==> config.mk <==
export PLATFORM = sky130hd
export DESIGN_NAME = mem_seq_ctrl_flat
export DESIGN_NICKNAME = d
export VERILOG_FILES = /design/src/rtl/mem_seq_ctrl_if.sv /design/src/rtl/mem_seq_ctrl.sv /design/src/flat_wrapper.sv
export SDC_FILE = /design/constraint.sdc
export NUM_CORES = 1
export LEC_CHECK = 0
export ABC_CLOCK_PERIOD_IN_PS = 2600
export BUFFER_PORTS_ARGS = -buffer_cell sky130_fd_sc_hd__buf_2
export CAP_MARGIN = 40
export CORE_ASPECT_RATIO = 0.5
export CORE_UTILIZATION = 42
export CTS_BUF_LIST = sky130_fd_sc_hd__clkbuf_4 sky130_fd_sc_hd__clkbuf_8 sky130_fd_sc_hd__clkbuf_16
export DETAILED_ROUTE_END_ITERATION = 6
export HOLD_SLACK_MARGIN = 0.06
export MAX_ROUTING_LAYER = met4
export PLACE_DENSITY = 0.86
export RECOVER_POWER = 25
export SYNTH_ARGS = -nofsm -noshare
export SYNTH_HDL_FRONTEND = slang
export SYNTH_SLANG_ARGS = --single-unit
==> constraint.sdc <==
create_clock -name clk -period 2.6 [get_ports clk]
set_clock_uncertainty 0.05 [all_clocks]
set_input_delay 0.13 -clock clk [delete_from_list [all_inputs] [get_ports clk]]
set_output_delay 0.13 -clock clk [all_outputs]
set_load 0.05 [all_outputs]
==> src/rtl/mem_seq_ctrl_if.sv <==
// Unified memory port between the MIPS sequencer (master) and the memory (slave).
interface mem_seq_ctrl_if;
    logic        m_req;
    logic        m_we;
    logic [31:0] m_addr;
    logic [31:0] m_wdata;
    logic [31:0] m_rdata;
    logic        m_ack;

    modport master (output m_req, m_we, m_addr, m_wdata, input m_rdata, m_ack);
    modport slave  (input m_req, m_we, m_addr, m_wdata, output m_rdata, m_ack);
endinterface

==> src/rtl/mem_seq_ctrl.sv <==
// Multi-cycle fetch/decode/data/commit sequencer sharing one memory port, with a bus watchdog.
// Optional single-step HOLD state is enabled by defining MEM_SEQ_STEP_EN.
module mem_seq_ctrl #(
    parameter int TIMEOUT  = 200,
    parameter int TO_WIDTH = 8
) (
    input  logic        clk,
    input  logic        rst_n,
    input  logic        run,
`ifdef MEM_SEQ_STEP_EN
    input  logic        step,
`endif
    input  logic [31:0] inst_addr,
    output logic [31:0] inst_data,
    input  logic        d_ren,
    input  logic        d_wen,
    input  logic [31:0] d_addr,
    input  logic [31:0] d_wdata,
    output logic [31:0] d_rdata,
    output logic        cpu_en,
    output logic        busy,
    output logic        bus_err,
    mem_seq_ctrl_if.master mem
);

    localparam logic [2:0] S_IDLE   = 3'd0;
    localparam logic [2:0] S_FETCH  = 3'd1;
    localparam logic [2:0] S_DECODE = 3'd2;
    localparam logic [2:0] S_DATA   = 3'd3;
    localparam logic [2:0] S_COMMIT = 3'd4;
    localparam logic [2:0] S_ERR    = 3'd5;
`ifdef MEM_SEQ_STEP_EN
    localparam logic [2:0] S_HOLD   = 3'd6;
    localparam logic [2:0] S_PRE_COMMIT = S_HOLD;
`else
    localparam logic [2:0] S_PRE_COMMIT = S_COMMIT;
`endif

    localparam logic [TO_WIDTH-1:0] TO_LIM = TO_WIDTH'(TIMEOUT);
    localparam bit                  WD_EN  = (TIMEOUT != 0);

    logic [2:0]          state, state_nx;
    logic [TO_WIDTH-1:0] wd_cnt, wd_nx, wd_inc;
    logic                wd_expire;

    // Saturating increment: a hung bus with the watchdog disabled must not wrap.
    assign wd_inc    = (wd_cnt == '1) ? wd_cnt : wd_cnt + 1'b1;
    assign wd_expire = WD_EN && (wd_inc == TO_LIM);

    always_comb begin
        // NOTE: every always_comb output gets a default first so no path infers a latch.
        state_nx = state;
        wd_nx    = wd_cnt;
        case (state)
            S_IDLE: begin
                if (run) begin
                    state_nx = S_FETCH;
                    wd_nx    = '0;
                end
            end
            S_FETCH: begin
                if (mem.m_ack) begin
                    state_nx = S_DECODE;
                end else begin
                    wd_nx = wd_inc;
                    if (wd_expire) state_nx = S_ERR;
                end
            end
            S_DECODE: begin
                if (d_ren || d_wen) begin
                    state_nx = S_DATA;
                    wd_nx    = '0;
                end else begin
                    state_nx = S_PRE_COMMIT;
                end
            end
            S_DATA: begin
                if (mem.m_ack) begin
                    state_nx = S_PRE_COMMIT;
                end else begin
                    wd_nx = wd_inc;
                    if (wd_expire) state_nx = S_ERR;
                end
            end
`ifdef MEM_SEQ_STEP_EN
            S_HOLD: begin
                if (step) state_nx = S_COMMIT;
            end
`endif
            S_COMMIT: begin
                if (run) begin
                    state_nx = S_FETCH;
                    wd_nx    = '0;
                end else begin
                    state_nx = S_IDLE;
                end
            end
            S_ERR:   state_nx = S_ERR;
            default: state_nx = S_IDLE;
        endcase
    end

    // NOTE: sequential state uses non-blocking assignments so all registers update together.
    always_ff @(posedge clk or negedge rst_n) begin
        if (!rst_n) begin
            state     <= S_IDLE;
            wd_cnt    <= '0;
            inst_data <= '0;
            d_rdata   <= '0;
        end else begin
            state  <= state_nx;
            wd_cnt <= wd_nx;
            if (state == S_FETCH && mem.m_ack) inst_data <= mem.m_rdata;
            // A simultaneous read and write is a write: load data is left untouched.
            if (state == S_DATA && mem.m_ack && d_ren && !d_wen) d_rdata <= mem.m_rdata;
        end
    end

    always_comb begin
        mem.m_req   = 1'b0;
        mem.m_we    = 1'b0;
        mem.m_addr  = '0;
        mem.m_wdata = '0;
        case (state)
            S_FETCH: begin
                mem.m_req  = 1'b1;
                mem.m_addr = inst_addr;
            end
            S_DATA: begin
                mem.m_req   = 1'b1;
                mem.m_we    = d_wen;
                mem.m_addr  = d_addr;
                mem.m_wdata = d_wdata;
            end
            default: ;
        endcase
    end

    assign cpu_en  = (state == S_COMMIT);
    assign busy    = (state != S_IDLE);
    assign bus_err = (state == S_ERR);

endmodule

==> src/flat_wrapper.sv <==
// flat-port wrapper written by rule: the top's interface ports become plain ports
module mem_seq_ctrl_flat 
#(
    parameter int TIMEOUT  = 200,
    parameter int TO_WIDTH = 8
)
  (clk, rst_n, run, inst_addr, inst_data, d_ren, d_wen, d_addr, d_wdata, d_rdata, cpu_en, busy, bus_err, mem_m_req, mem_m_we, mem_m_addr, mem_m_wdata, mem_m_rdata, mem_m_ack);
  mem_seq_ctrl_if mem_i ();
  input  logic clk;
  input  logic rst_n;
  input  logic run;
  input  logic [31:0] inst_addr;
  output logic [31:0] inst_data;
  input  logic d_ren;
  input  logic d_wen;
  input  logic [31:0] d_addr;
  input  logic [31:0] d_wdata;
  output logic [31:0] d_rdata;
  output logic cpu_en;
  output logic busy;
  output logic bus_err;
  output wire logic [$bits(mem_i.m_req)-1:0] mem_m_req;
  output wire logic [$bits(mem_i.m_we)-1:0] mem_m_we;
  output wire logic [$bits(mem_i.m_addr)-1:0] mem_m_addr;
  output wire logic [$bits(mem_i.m_wdata)-1:0] mem_m_wdata;
  input wire logic [$bits(mem_i.m_rdata)-1:0] mem_m_rdata;
  input wire logic [$bits(mem_i.m_ack)-1:0] mem_m_ack;
  assign mem_m_req = mem_i.m_req;
  assign mem_m_we = mem_i.m_we;
  assign mem_m_addr = mem_i.m_addr;
  assign mem_m_wdata = mem_i.m_wdata;
  assign mem_i.m_rdata = mem_m_rdata;
  assign mem_i.m_ack = mem_m_ack;
  mem_seq_ctrl #(.TIMEOUT(TIMEOUT), .TO_WIDTH(TO_WIDTH)) u_core (.clk(clk), .rst_n(rst_n), .run(run), .inst_addr(inst_addr), .inst_data(inst_data), .d_ren(d_ren), .d_wen(d_wen), .d_addr(d_addr), .d_wdata(d_wdata), .d_rdata(d_rdata), .cpu_en(cpu_en), .busy(busy), .bus_err(bus_err), .mem(mem_i));
endmodule
==> flow_summary_export.csv <==
group,metric,value,unit
status,status,"finished, final reports clean",
synthesis,synth_warnings,0,
worst_hold_path,holdPathEnd,"u_core.state[1]$_DFFE_PN0P_",
setup_path,timing.rr.end,"u_core.wd_cnt[2]$_DFFE_PN0P_",
setup_path,r2r_start,"u_core.state[2]$_DFFE_PN0P_",
setup_path,critPathArrivalTime,2.49,ns
final_layout,fin_nets,765,
cts,cts-buffers-inserted,9,
floorplan,die_w,140,um
final_layout,finalInstanceArea,6050,um2
timing,tightest_slew,0.928,ns
cts,clk_transition_reported_paths,0.06,ns
setup_path,crit_path_end_kind,"flip-flop",
setup_path,cp-startpoint,"u_core.state[2]$_DFFE_PN0P_",
final_layout,nFillCells,690,
routing,drcViolationCount,0,
power_and_ir_drop,p_leak,3.33,nW
routing,first_iter_violations,259,
routing,drtPass1Iterations,4,
final_layout,mostFrequentLayoutCells,"buf_2, dfrtp_1, nor2_1, and3_1, mux2_2",
cts,cts_setup_buffers,0,
synthesis,synthTopCellsByArea,"dfrtp_1, mux2_4, mux2_2",
floorplan,placementRows,24,
worst_hold_path,hold_depth,2,
floorplan,die_h,71.2,um
timing,fmax,0.435,GHz
cts,clock_latency,0.33,ns
final_layout,final_layout_size_suffix_gt1_share,56.5,%
final_layout,antenna_cells,0,
synthesis,async_flop_share,100,%
synthesis,synth-seq-cells,75,
cts,h-tree-depth,3,
final_layout,layout_commonest_cell,"buf_2",
synthesis,yosysTopAreaCell,"dfrtp_1",
floorplan,start_util,44.7,%
cts,cts_root_buf,"clkbuf_16",
worst_hold_path,worstHoldStart,"mem_m_ack",
synthesis,synth_cell_types,41,
floorplan,die_area,10000,um2
place,gp_congestion,0.948,
power_and_ir_drop,p_total,9.22,mW
global_routing,gr-usage-all-layers,27.2,%
power_and_ir_drop,power.share.sequential,22.2,%
synthesis,syn_area,4020,um2
timing,finalHoldViolCount,0,
routing,wl_per_cell,17.3,um
setup_path,crit_type,"reg2reg",
final_layout,multi_input_area,1950,um2
power_and_ir_drop,p_int,4.25,mW
floorplan,core,9010,um2
setup_path,cp.required,2.79,ns
final_layout,area_growth,50.4,%
synthesis,syn_inst,342,
cts,cts_tree,"done",
setup_path,reg2reg_depth,5,
final_layout,stdcell_count,752,
synthesis,avgSynthCellArea,11.8,um2
global_routing,grt_pass1_wl,20.2,mm
power_and_ir_drop,clock_power_share,15.6,%
synthesis,synth_edf_count,0,
power_and_ir_drop,power_density,1520,nW/um2
routing,vias,3829,
global_routing,grt_pass1_vias,3928,
setup_path,r2r_slack,0.30,ns
setup_path,cp_max_fo,36,
timing,setup_viol,0,
job,maxCapViolCount,0,
timing,slew_violations,0,
routing,avgViaCountPerCell,5.09,
power_and_ir_drop,peakVddDrop,0.000647,V
timing,finalCriticalPeriod,2.30,ns
global_routing,grt_max_degree,61,
setup_path,crit_path_start_kind,"flip-flop",
power_and_ir_drop,swShare,53.9,%
global_routing,antenna_found_initial,0,
routing,routed_wirelength,13.0,mm
routing,drtAntennaViolNets,0,
synthesis,synth_ff_type,"dfrtp_1",
global_routing,overflow,0,
timing,period_share,88.5,%
final_layout,regArea,1880,um2
place,dpl_cell_area,5380,um2
cts,clockBufferDepth,2,
timing,slew_headroom,38.1,%
worst_hold_path,hp-class,"in2reg",
place,dpl.cell_count,703,
timing,finalSetupTns,0,ns
place,hpwl,9.22,mm
timing,rsz0062_at_grt,"false",
power_and_ir_drop,p_switching,4.97,mW
cts,clkSinkCount,75,
power_and_ir_drop,pwr-share-comb,62.2,%
place,portBuffers,266,
synthesis,seq_area_frac_synth,46.7,%
floorplan,ios,267,
synthesis,synth_top_area_share,46.7,%
synthesis,synth_fp_nets,477,
what timing repair did:
action	4_1_cts	5_1_grt
hold endpoints to repair	79	0
gates resized for setup	0	0
hold buffers	33	0
synthesized netlist by cell type (all sizes together), types with 2 or more instances:
cell type and count:
a21oi 11, a31oi 3, a41oi 3, and3 36
and4 2, buf 14, clkbuf 14, dfrtp 75
inv 5, mux2 65, mux2i 32, nand2 13
nand2b 2, nand3 2, nor2 36, nor3 4
o21ai 7, o221a 2, o32ai 2, or3 2
worst max path at each step:
stage | endpoint | slack [ns] | cells after the start
detailed placement | u_core.wd_cnt[7]$_DFFE_PN0P_ | 0.45 | 5
global placement | u_core.inst_data[31]$_DFFE_PN0P_ | 0.51 | 4
global route | u_core.wd_cnt[2]$_DFFE_PN0P_ | 0.11 | 5
CTS | mem_m_wdata[0] | 0.34 | 3
floorplan | mem_m_wdata[22] | 0.50 | 5
finish | u_core.wd_cnt[2]$_DFFE_PN0P_ | 0.30 | 5
registers in the layout, summed over array words and instances, names as in the netlist:
name,count
u_core.d_rdata,32
u_core.inst_data,32
u_core.state,3
u_core.wd_cnt,8
cell type report:
type / count / share of cell area [%]
Timing Repair Buffer: 305 / 28.2
Tap cell: 117 / 2.42
Clock inverter: 6 / 1.84
Multi-Input combinational cell: 234 / 32.2
Clock buffer: 10 / 3.95
Inverter: 5 / 0.393
Sequential cell: 75 / 31.1
per-layer routing:
metal | GRT usage, % | share of wire (%)
met1 | 31.8 | 41
met2 | 45.4 | 50
met3 | 6.03 | 6.8
met4 | 12.2 | 2.7
met5 | - | 0
power groups by stage:
stage	registers, mW	clock network, mW	logic (mW)
after floorplan	3.64	0	2.87
after global placement	2.00	0	5.59
after detailed placement	2.04	0	5.69
after CTS	2.03	1.46	5.73
after global routing	2.11	1.51	5.97
final	2.04	1.44	5.73
through the flow:
step                      worst slack, ns  hold slack, ns  utilization [%]
after floorplan                     0.502          -0.216                -
after global placement              0.514          0.0148             59.8
after detailed placement            0.450          0.0324             59.8
after CTS                           0.336          0.0885             67.3
after global routing                0.112           0.116             67.1
final                               0.300           0.106             67.1
critical path, cell delays in order (launching register included):
cell and delay, ns:
dfrtp_1 0.45, nand2b_1 0.24, buf_4 0.29, nor2_1 0.67
o21ai_0 0.28, a21oi_1 0.23
cells by family after synthesis:
| family | synth area share [%] |
|---|---|
| AND/OR/NAND/NOR | 13.6 |
| adder cells (fa/ha/maj) | 0.311 |
| multiplexers | 29.0 |
| AO/OA/AOI/OAI | 5.26 |
| buffers and inverters | 4.98 |
| XOR/XNOR | 0.218 |
| flip-flops | 46.7 |
Note: power is estimated with default switching activity, not from simulation.
